### src/rtl/regfile_reader_pkg.sv
// Shared definitions for the register-file serial reader: FSM state codes,
// serial frame constants and the per-word cycle count.
// Optional feature macro: REGFILE_READER_PARITY_EN (even-parity bit per frame).
package regfile_reader_pkg;

  // FSM state codes
  localparam logic [2:0] ST_IDLE   = 3'd0;
  localparam logic [2:0] ST_FETCH  = 3'd1;
  localparam logic [2:0] ST_START  = 3'd2;
  localparam logic [2:0] ST_DATA   = 3'd3;
  localparam logic [2:0] ST_STOP   = 3'd4;
`ifdef REGFILE_READER_PARITY_EN
  localparam logic [2:0] ST_PARITY = 3'd5;
`endif
  localparam logic [2:0] ST_FINISH = 3'd6;

  // Serial line levels
  localparam logic FRAME_START_BIT = 1'b0;
  localparam logic FRAME_STOP_BIT  = 1'b1;
  localparam logic TX_IDLE         = 1'b1;

  // Clock cycles spent on one register entry: one FETCH cycle plus the frame
  function automatic int word_cycles(input int data_width, input int clks_per_bit);
`ifdef REGFILE_READER_PARITY_EN
    return 1 + (data_width + 3) * clks_per_bit;
`else
    return 1 + (data_width + 2) * clks_per_bit;
`endif
  endfunction

endpackage

### src/rtl/regfile_serial_reader_bit_timer.sv
// Bit-period timer: counts 0..CLKS_PER_BIT-1 while enabled and pulses tick on
// the terminal count. With CLKS_PER_BIT=1 the counter is bypassed and every
// enabled cycle is a tick.
module bit_timer #(
  parameter int CLKS_PER_BIT = 4
) (
  input  logic clk,
  input  logic reset,
  input  logic clear,
  input  logic enable,
  output logic tick
);

  generate
    if (CLKS_PER_BIT <= 1) begin : g_bypass
      logic unused_inputs;
      assign unused_inputs = ^{clk, reset, clear};
      assign tick = enable;
    end else begin : g_count
      localparam int CW = $clog2(CLKS_PER_BIT);
      localparam logic [CW-1:0] LAST = CW'(CLKS_PER_BIT - 1);

      logic [CW-1:0] cnt;

      // Free-running period counter, restarted by clear and wrapped on tick
      always_ff @(posedge clk or negedge reset) begin
        if (!reset) begin
          cnt <= '0;
        end else if (clear) begin
          cnt <= '0;
        end else if (enable) begin
          cnt <= (cnt == LAST) ? '0 : cnt + 1'b1;
        end
      end

      assign tick = enable && (cnt == LAST);
    end
  endgenerate

endmodule

### src/rtl/regfile_serial_reader.sv
// Register-file serial reader: on start, fetches every register-file entry in
// address order and sends each byte as an async serial frame (start bit,
// DATA_WIDTH bits LSB first, stop bit) on tx, then pulses done.
// Optional feature macro: REGFILE_READER_PARITY_EN inserts an even-parity bit
// between the data bits and the stop bit.
module regfile_serial_reader
  import regfile_reader_pkg::*;
#(
  parameter int DATA_WIDTH   = 8,
  parameter int ADDR_WIDTH   = 2,
  parameter int CLKS_PER_BIT = 4
) (
  input  logic                  clk,
  input  logic                  reset,
  input  logic                  start,
  input  logic [DATA_WIDTH-1:0] read_data,
  output logic [ADDR_WIDTH-1:0] read_address,
  output logic                  tx,
  output logic                  busy,
  output logic                  done
);

  localparam logic [ADDR_WIDTH-1:0] LAST_ADDR = '1;
  localparam int BCW = (DATA_WIDTH > 1) ? $clog2(DATA_WIDTH) : 1;
  localparam logic [BCW-1:0] LAST_BIT = BCW'(DATA_WIDTH - 1);

  logic [2:0]            state;
  logic [BCW-1:0]        bit_cnt;
  logic [DATA_WIDTH-1:0] shift_reg;
  logic                  tick;
  logic                  timer_clear;
  logic                  timer_en;
`ifdef REGFILE_READER_PARITY_EN
  logic                  parity;
`endif

  // The timer restarts on every FETCH so each frame's start bit gets a full period
  assign timer_clear = (state == ST_FETCH);
  assign timer_en    = (state != ST_IDLE) && (state != ST_FETCH) && (state != ST_FINISH);

  bit_timer #(
    .CLKS_PER_BIT(CLKS_PER_BIT)
  ) u_bit_timer (
    .clk   (clk),
    .reset (reset),
    .clear (timer_clear),
    .enable(timer_en),
    .tick  (tick)
  );

  // Sequencer: scan addresses, drive the serial line, track busy/done
  always_ff @(posedge clk or negedge reset) begin
    if (!reset) begin
      state        <= ST_IDLE;
      tx           <= TX_IDLE;
      busy         <= 1'b0;
      done         <= 1'b0;
      read_address <= '0;
      bit_cnt      <= '0;
    end else begin
      done <= 1'b0;
      case (state)
        ST_IDLE: begin
          tx <= TX_IDLE;
          if (start) begin
            state        <= ST_FETCH;
            read_address <= '0;
            busy         <= 1'b1;
          end
        end
        ST_FETCH: begin
          state <= ST_START;
          tx    <= FRAME_START_BIT;
        end
        ST_START: begin
          if (tick) begin
            state   <= ST_DATA;
            tx      <= shift_reg[0];
            bit_cnt <= '0;
          end
        end
        ST_DATA: begin
          if (tick) begin
            if (bit_cnt == LAST_BIT) begin
`ifdef REGFILE_READER_PARITY_EN
              state <= ST_PARITY;
              tx    <= parity;
`else
              state <= ST_STOP;
              tx    <= FRAME_STOP_BIT;
`endif
            end else begin
              bit_cnt <= bit_cnt + 1'b1;
              tx      <= shift_reg[0];
            end
          end
        end
`ifdef REGFILE_READER_PARITY_EN
        ST_PARITY: begin
          if (tick) begin
            state <= ST_STOP;
            tx    <= FRAME_STOP_BIT;
          end
        end
`endif
        ST_STOP: begin
          if (tick) begin
            if (read_address == LAST_ADDR) begin
              state <= ST_FINISH;
              done  <= 1'b1;
            end else begin
              state        <= ST_FETCH;
              read_address <= read_address + 1'b1;
            end
          end
        end
        ST_FINISH: begin
          busy  <= 1'b0;
          state <= ST_IDLE;
        end
        default: begin
          state <= ST_IDLE;
          tx    <= TX_IDLE;
        end
      endcase
    end
  end

  // Payload capture in FETCH; later register-file writes cannot touch the byte in flight
  always_ff @(posedge clk) begin
    if (state == ST_FETCH) begin
      shift_reg <= read_data;
`ifdef REGFILE_READER_PARITY_EN
      parity    <= ^read_data;
`endif
    end else if (tick && ((state == ST_START) || (state == ST_DATA))) begin
      shift_reg <= shift_reg >> 1;
    end
  end

endmodule

### config.mk
export PLATFORM = sky130hd
export DESIGN_NAME = regfile_serial_reader
export DESIGN_NICKNAME = d
export VERILOG_FILES = /design/src/rtl/regfile_reader_pkg.sv /design/src/rtl/regfile_serial_reader_bit_timer.sv /design/src/rtl/regfile_serial_reader.sv
export SDC_FILE = /design/constraint.sdc
export NUM_CORES = 1
export LEC_CHECK = 0
export CORE_MARGIN = 3
export CORE_UTILIZATION = 40
export DETAILED_ROUTE_END_ITERATION = 16
export GPL_TIMING_DRIVEN = 0
export SYNTH_ARGS = -nofsm -noshare
export SYNTH_HDL_FRONTEND = slang
export SYNTH_SLANG_ARGS = --single-unit
### constraint.sdc
create_clock -name clk -period 2.05 [get_ports clk]
set_clock_uncertainty 0.05 [all_clocks]
set_input_delay 0.205 -clock clk [delete_from_list [all_inputs] [get_ports clk]]
set_output_delay 0.205 -clock clk [all_outputs]
set_load 0.1 [all_outputs]
Word level (Yosys, flattened, before mapping)
Index checks and enable logic that the tools add are counted.

cells by class
  order comparisons = 0
  shift-type cells = 0
  $mul = 0
  bitwise logic cells = 1
  $add $sub $neg = 3
  multiplexer cells = 29
  eq/ne operators = 17
  div/mod/pow operators = 0
  reductions and logical operators = 18

operators with widths
  kind                                                                      number
  3-bit 2-to-1 mux                                                          9
  8-bit 2-to-1 mux                                                          2
  3-bit one-hot mux with 5 select lines                                     1
  2-bit inequality test (second input constant)                             7
  2-bit 2-to-1 mux                                                          6
  2-bit nonzero test                                                        5
  3-bit equality test (second input constant)                               3
  4-bit AND reduction                                                       2
  1-bit 2-to-1 mux                                                          7
  3-bit by 2-bit equality test with 1-bit output (second input constant)    2
  3-bit one-hot mux with 2 select lines                                     1
  5-bit AND reduction                                                       1
  2-bit by 1-bit adder with 2-bit output (second input constant)            2
  2-bit equality test (second input constant)                               2
  1-bit logical AND                                                         4
  1-bit one-hot mux with 4 select lines                                     1
  2-bit one-hot mux with 2 select lines                                     1
  3-bit by 1-bit adder with 3-bit output (second input constant)            1
  3-bit by 1-bit equality test with 1-bit output (second input constant)    1
  3-bit logical NOT                                                         1
  3-bit by 1-bit inequality test with 1-bit output (second input constant)  1
  3-bit inequality test (second input constant)                             1
  3-bit AND reduction                                                       1
  3-bit nonzero test                                                        1
  5 further kinds                                                           5

word-level totals
  input bits = 11
  memories = 0
  logic and storage cells = 76
  flip-flop bits (word level) = 21
  output and inout bits = 5
  memory bits (read-only) = 0
  latch bits = 0
  RAM bits = 0

Logic depth before layout (Yosys ltp)
Gate-level depths: netlist of the first run.

  word-level depth = 7
  mapped depth = 7
  gate-level depth less buffers = 6

By module
From an unflattened synthesis of the first run, not the netlist that was laid out.

unflattened totals
  cell total of the unflattened synthesis = 103
  area total of the unflattened synthesis = 1,142.3 um^2

by module, submodules not included
  module                 cells an instance  area each (um^2)  times used  seq. area each (um^2)
  regfile_serial_reader  94                 1,036.0           1           516.7
  bit_timer              9                  106.4             1           50.0

Worst setup path before layout of the first run
No wires, ideal clock.

  path kind = reg-to-reg
  start = reg read_address[1]
  end = reg read_address[0]
  stages on the path, launching flop included = 6
  period minus slack after synthesis = 2.043 ns
  buffers on the path = 0
  path slack = 0.007 ns
  required time = 1.878 ns
  setup time = 0.122 ns
  arrival time = 1.871 ns
  path through = dfrtp_1 > ha_1 > nand2b_1 > nor3_1 > mux2_2 > a22o_1

between the ends
  longest elaborated chain between the ends = 3

ends and longest elaborated chain
  item                             RTL line                      RTL
  from (decl)                      regfile_serial_reader.sv:17   output logic [ADDR_WIDTH-1:0] read_address,
  from (signal assigned)           regfile_serial_reader.sv:113  read_address <= read_address + 1'b1;
  2-bit equality test              regfile_serial_reader.sv:108  if (read_address == LAST_ADDR) begin
  2-bit inequality test (no line)  n/a
  4-bit AND reduction (no line)    n/a

Every way passes these cells.
A chain may end at the register's enable or synchronous reset.

Worst setup path after layout of the first run
  start = reg tx
  end = out tx

RTL lines
  item                    RTL line                     RTL
  from (decl)             regfile_serial_reader.sv:18  output logic tx,
  from (signal assigned)  regfile_serial_reader.sv:78  tx <= shift_reg[0];
  from (signal assigned)  regfile_serial_reader.sv:94  tx <= shift_reg[0];

No word-level cell between the ends.

==> reports/metrics.cfg, run 1 <==
[status]
outcome = completed

[setup_path]
cp_num_buf_inv = 1
critPathSlowestCell = dlygate4sd2_1
critPathKind = reg -> out
crit_family = buffers and inverters
cp_data_arrival_time_ns = 1.71
start_kind = flop
r2r_cells = 7
max_stage_delay_ns = 0.85
critPathMaxFanout = 3
path_depth = 1
crit_required_ns = 1.79
cp_cell_sequence = dlygate4sd2_1
cp-end-kind = output port

[floorplanning]
die_x_um = 58.35
num_io_pins = 16
start_util_pct = 43.07
row_count = 18
die_h_um = 58.35
core_um2 = 2545
die_area_um2 = 3404

[clock_tree]
cts-root-buf = clkbuf_4
clk_pin_slew_ns = 0.11
ctsLongestPathBuffers = 2
cts.sinks = 21
cts_made_buffers = 3
cts_tree = yes
clk_latency_ns = 0.30
h-tree-depth = 1
postCtsSetupRepairBufs = 0

[synthesis]
synth_area_um2 = 1096
yosys.area.top_type = dfrtp_1
synthCells = 101
yosys_warnings = 0
yosys.area.top_type_share_pct = 27.40
syn_avg_cell_area_um2 = 10.85
synth_area_leaders = dfrtp_1 27%, edfxtp_1 22%, mux2_2 8.2%, ha_1 4.6%, o21ai_0 4.1%
synth.distinct_cells = 29
synth_seq_cells = 21
syn-num-nets = 116
ys_seq_area_share_pct = 51.71

[final_layout]
nets = 136
n_antenna_cell = 0
mostFrequentLayoutCells = 12 x dfrtp_1, 10 x clkdlybuf4s50_1, 9 x o21ai_0, 9 x nor2_1
design_area_um2 = 1308
area_growth_pct = 19.29
drive_gt1_share_pct = 15.83
fin_util_pct = 51.38
final_common_cell = dfrtp_1
largest_register_ffs = 8

[drt]
drtIter0Drc = 21
firstDrtPassIters = 4
drc = 0
drt_wl_total_um = 1926
vias = 804
antenna_left = 0
vias_per_cell = 5.360
wl_per_cell_um = 12.84

[global_routing]
antenna_found_initial = 0
gr-total-overflow = 0
grt_pass1_wl_um = 3374
grt_use_total_pct = 13.07
grt_max_degree = 14
first_global_vias = 811

[placement]
place.gp.congestion = 0.7275
placedInstanceArea_um2 = 1284
io_buffers = 15
hpwl_um = 1416

[job]
drv_cap = 0

[pwr]
power_density_nw_per_um2 = 501.3
leakagePower_nw = 0.5467
power_uw = 655.4
ir_drop_v = 0.0003621

[timing]
finalSetupTns_ns = 0
whs_ns = 0.2206
grt_setup_unrepaired = no
tightest_slew_ns = 0.9635
fin_crit_ns = 1.970
period_share_pct = 96.09
max_slew_margin_pct = 35.66
setup_viol_count_final = 0
final_hold_viol_count = 0
drv_slew = 0
achievable-frequency_mhz = 507.7

[min_path]
hold_path.class = in -> async

-- metrics by stage --
stage | cells | worst slack (ns)
floorplan | 101 | 0.007227
global placement | 146 | 0.1455
detailed placement | 146 | 0.1420
CTS | 150 | 0.02603
global route | 150 | 0.04705
finish | 150 | 0.08017
-- power breakdown --
group / leakage [nW] / internal (mW) / switching, mW
sequential: 0.231 / 0.433 / 0
combinational: 0.301 / 0.0166 / 0.00767
clock: 0.0150 / 0.0759 / 0.122
total: 0.547 / 0.526 / 0.130
-- final timing paths --
path / slack [ns] / endpoint / from
max: 0.08 / tx / tx
min: 0.22 / bit_cnt[1] / reset
max reg2reg: 0.29 / state[0] / bit_cnt[0]
min reg2reg: 0.47 / busy / busy
max in group asynchronous: 1.33 / read_address[1] / reset
min in group clk: 0.47 / busy / busy
-- per-layer routing --
layer,wire [um],vias to the layer above,global-route usage (%)
met2,931,11,20.89
met3,96,2,5.263
met4,14,0,3.974
met1,883,382,16.24
li1,-,409,-
met5,0,-,0
-- logic make-up (layout without fill, tap and decap cells) --
group | after synthesis | after routing | synth area share (%)
AO/OA/AOI/OAI | 24 | 24 | 13.47
AND/OR/NAND/NOR | 34 | 34 | 16.10
flip-flops | 21 | 21 | 51.71
multiplexers | 10 | 10 | 10.05
adder cells (fa/ha/maj) | 4 | 4 | 4.566
buffers and inverters | 8 | 27 | 4.109
-- cells in the mapped netlist --
| cell type | instances |
|---|---|
| dfrtp_1 | 12 |
| nor2_1 | 9 |
| o21ai_0 | 9 |
| edfxtp_1 | 8 |
| mux2_2 | 8 |
| a21oi_1 | 7 |
| nand2_1 | 7 |
| nor3_1 | 6 |
| ha_1 | 4 |
| nand2b_1 | 4 |
| a22o_1 | 3 |
| buf_2 | 3 |
| a221oi_1 | 2 |
| a22oi_1 | 2 |
| clkbuf_1 | 2 |
| mux2i_1 | 2 |
| and2_1 | 1 |
| and3_1 | 1 |
| buf_4 | 1 |
| buf_6 | 1 |
| dfstp_2 | 1 |
| inv_2 | 1 |
| nand3_1 | 1 |
| nand3b_1 | 1 |
| nand4_1 | 1 |
| nor3_4 | 1 |
| nor4_1 | 1 |
| o31a_1 | 1 |
| or2b_1 | 1 |
-- what timing repair did --
action,CTS,global route
pin swaps,0,0
endpoints found under the setup margin,4,1
hold buffers,0,0
gates resized for setup,4,1
-- layout make-up --
cell class              instances  area [um2]
well taps                      30       37.54
flip-flops and latches         21       566.8
inverters                       1       3.754
multi-input cells              72       484.2
clock buffers                   4       26.28
repair buffers                 15       147.6
plain buffers                   7       41.29
fillers                       245        1237
Note: power is estimated with default switching activity, not from simulation.
==> run 2: changes to the inputs <==
clock period = 2.2 ns   (was 2.05 ns; I/O delays follow)
==> run 2 against run 1 <==
Compared with the run above: largest cell class unchanged; global-route usage about the same; flip-flop and latch count unchanged; clock-buffer cell count unchanged; highest routed layer unchanged; via count decreased by 0.25%; cell count unchanged; critical path type unchanged; die area unchanged; routed wire length increased by 0.21%; largest power group unchanged; total power decreased by 6.7%; combinational power decreased by 7%; core utilization about the same; non-clock buffer count unchanged.
==> reports/metrics.cfg, run 2 (same netlist as run 1, synthesis figures left out) <==
[final_layout]
nets = 136  ; unchanged
final_common_cell = clkdlybuf4s50_1  ; was dfrtp_1
area_growth_pct = 19.41  ; was 19.29%
largest_register_ffs = 8  ; unchanged
n_antenna_cell = 0  ; unchanged
fillers = 246  ; was 245
mostFrequentLayoutCells = 14 x clkdlybuf4s50_1, 12 x dfrtp_1, 9 x o21ai_0, 9 x nor2_1  ; was 12 x dfrtp_1, 10 x clkdlybuf4s50_1, 9 x o21ai_0, 9 x nor2_1
drive_gt1_share_pct = 15.83  ; unchanged
stdcell_count = 150  ; unchanged

[global_routing]
use_met1_pct = 16.38  ; was 16.24%
grt_pass1_wl_um = 3387  ; was 3374 um
antenna_found_initial = 0  ; unchanged
gr-total-overflow = 0  ; unchanged
grt_max_degree = 14  ; unchanged
busiest_layer = met2  ; unchanged
gr-usage-met2_pct = 20.89  ; unchanged
grt_use_total_pct = 13.12  ; was 13.07%
met3_usage_pct = 5.263  ; unchanged
first_global_vias = 815  ; was 811

[clock_tree]
cts_tree = yes  ; unchanged
clk_latency_ns = 0.30  ; about the same
clk_pin_slew_ns = 0.11  ; about the same
cts.sinks = 21  ; unchanged
cts_made_buffers = 3  ; unchanged
cts-root-buf = clkbuf_4  ; unchanged
cts_hold_buf = 0  ; unchanged
postCtsSetupRepairBufs = 0  ; unchanged
h-tree-depth = 1  ; unchanged
ctsLongestPathBuffers = 2  ; unchanged

[placement]
io_buffers = 15  ; unchanged
placed_cells = 146  ; unchanged
place.gp.congestion = 0.7275  ; unchanged
hpwl_um = 1416  ; unchanged
pre_cts_ws_ns = 0.2770  ; was 0.1420 ns

[job]
drv_cap = 0  ; unchanged

[pwr]
p_sw_uw = 121.4  ; was 129.7 uW
p_comb_share_pct = 3.7  ; about the same
power_uw = 611.3  ; was 655.4 uW
p_int_uw = 489.9  ; was 525.8 uW
pwr-share-clk_pct = 30.3  ; was 30.2%
swShare_pct = 19.85  ; was 19.78%
power_density_nw_per_um2 = 467.1  ; was 501.3 nW/um2
ir_drop_v = 0.0003403  ; was 0.0003621 V
leakagePower_nw = 0.5274  ; was 0.5467 nW
pwr-share-seq_pct = 66.1  ; about the same

[timing]
final_hold_viol_count = 0  ; unchanged
achievable-frequency_mhz = 468.8
drv_slew = 0  ; unchanged
fin_crit_ns = 2.133
grt_setup_unrepaired = no  ; unchanged
max_slew_margin_pct = 34.72  ; was 35.66%
whs_ns = 0.2370  ; was 0.2206 ns
tightest_slew_ns = 0.9761  ; was 0.9635 ns
setup_viol_count_final = 0  ; unchanged
finalSetupTns_ns = 0  ; unchanged
layout_setup_ws_ns = 0.06679  ; was 0.08017 ns
period_share_pct = 96.96

[floorplanning]
die_h_um = 58.35  ; unchanged
row_count = 18  ; unchanged
start_util_pct = 43.07  ; unchanged
die_x_um = 58.35  ; unchanged
core_um2 = 2545  ; unchanged
num_io_pins = 16  ; unchanged
die_area_um2 = 3404  ; unchanged

[setup_path]
cp-end-kind = output port  ; unchanged
critPathSlowestCell = clkdlybuf4s50_1  ; was dlygate4sd2_1
critPathKind = reg -> out  ; unchanged
critPathMaxFanout = 4  ; was 3
max_stage_delay_ns = 1.15  ; was 0.85 ns
crit_required_ns = 1.93  ; was 1.79 ns
start_kind = flop  ; unchanged
cp_num_buf_inv = 1  ; unchanged
cp_data_arrival_time_ns = 1.86  ; was 1.71 ns
crit_family = buffers and inverters  ; unchanged
cp_cell_sequence = clkdlybuf4s50_1  ; was dlygate4sd2_1

[drt]
drt_wl_total_um = 1930  ; was 1926 um
drtIter0Drc = 32  ; was 21
firstDrtPassIters = 4  ; unchanged
wl_per_cell_um = 12.87  ; was 12.84 um
drc = 0  ; unchanged
vias_per_cell = 5.347  ; was 5.360
antenna_left = 0  ; unchanged
vias = 802  ; was 804

[min_path]
hold_path.class = in -> async  ; unchanged

[status]
outcome = completed  ; unchanged

==> run 2: cell count changes in the layout (fill, tap and decap cells not counted) <==
| cell | previous run | this run |
|---|---|---|
| dlymetal6s2s_1 | 1 | 0 |
| clkdlybuf4s50_1 | 10 | 14 |
| dlygate4sd2_1 | 4 | 1 |
==> run 2: timing repair <==
item,4_1_cts,5_1_grt
setup endpoints to repair,1,0
endpoints found under the hold margin,0,0
gates resized for setup,1,0
==> run 2: per-stage QoR <==
stage	cell area, um2	util [%]
floorplan	1096	-
global placement	1284	50.44
detailed placement	1284	50.44
CTS	1309	51.43
global route	1309	51.43
finish	1309	51.43
==> run 2: area by class of cell <==
class / count / area (um2) / share of cell area (%)
sequential: 21 / 566.8 / 43.31
multi-input combinational: 72 / 484.2 / 37.00
tap: 30 / 37.54 / 2.868
buffer: 7 / 41.29 / 3.155
clock buffer: 4 / 26.28 / 2.008
inverter: 1 / 3.754 / 0.2868
timing repair buffer: 15 / 148.9 / 11.38
==> run 2: power groups by stage <==
stage	clock [mW]	combinational [mW]	sequential (mW)
2_1_floorplan	0	0.000160	0.412
3_3_place_gp	0	0.0229	0.412
3_5_place_dp	0	0.0233	0.412
4_1_cts	0.192	0.0234	0.404
5_1_grt	0.207	0.0250	0.404
6_report	0.185	0.0226	0.404
==> run 2: worst paths after layout <==
path,start,end,slack [ns],depth (start not counted)
setup / recovery,read_address[0],read_address[0],0.07,1
hold / removal,reset,bit_cnt[1],0.24,1
setup reg to reg,bit_cnt[0],state[0],0.44,7
hold reg to reg,tx,tx,0.47,2
max in group asynchronous,reset,read_address[1],1.47,1
min in group clk,tx,tx,0.47,2
==> run 2: metal layers <==
metal	vias up	part of all wire [%]
li1	409	-
met1	380	46
met3	2	4.9
met4	0	0.78
met5	-	0
met2	11	48
==> run 3: changes to the inputs <==
SLEW_MARGIN = 5   (was unset)
==> results of run 3 <==
No change in the layout: final DEF, timing and power equal those of run 2.
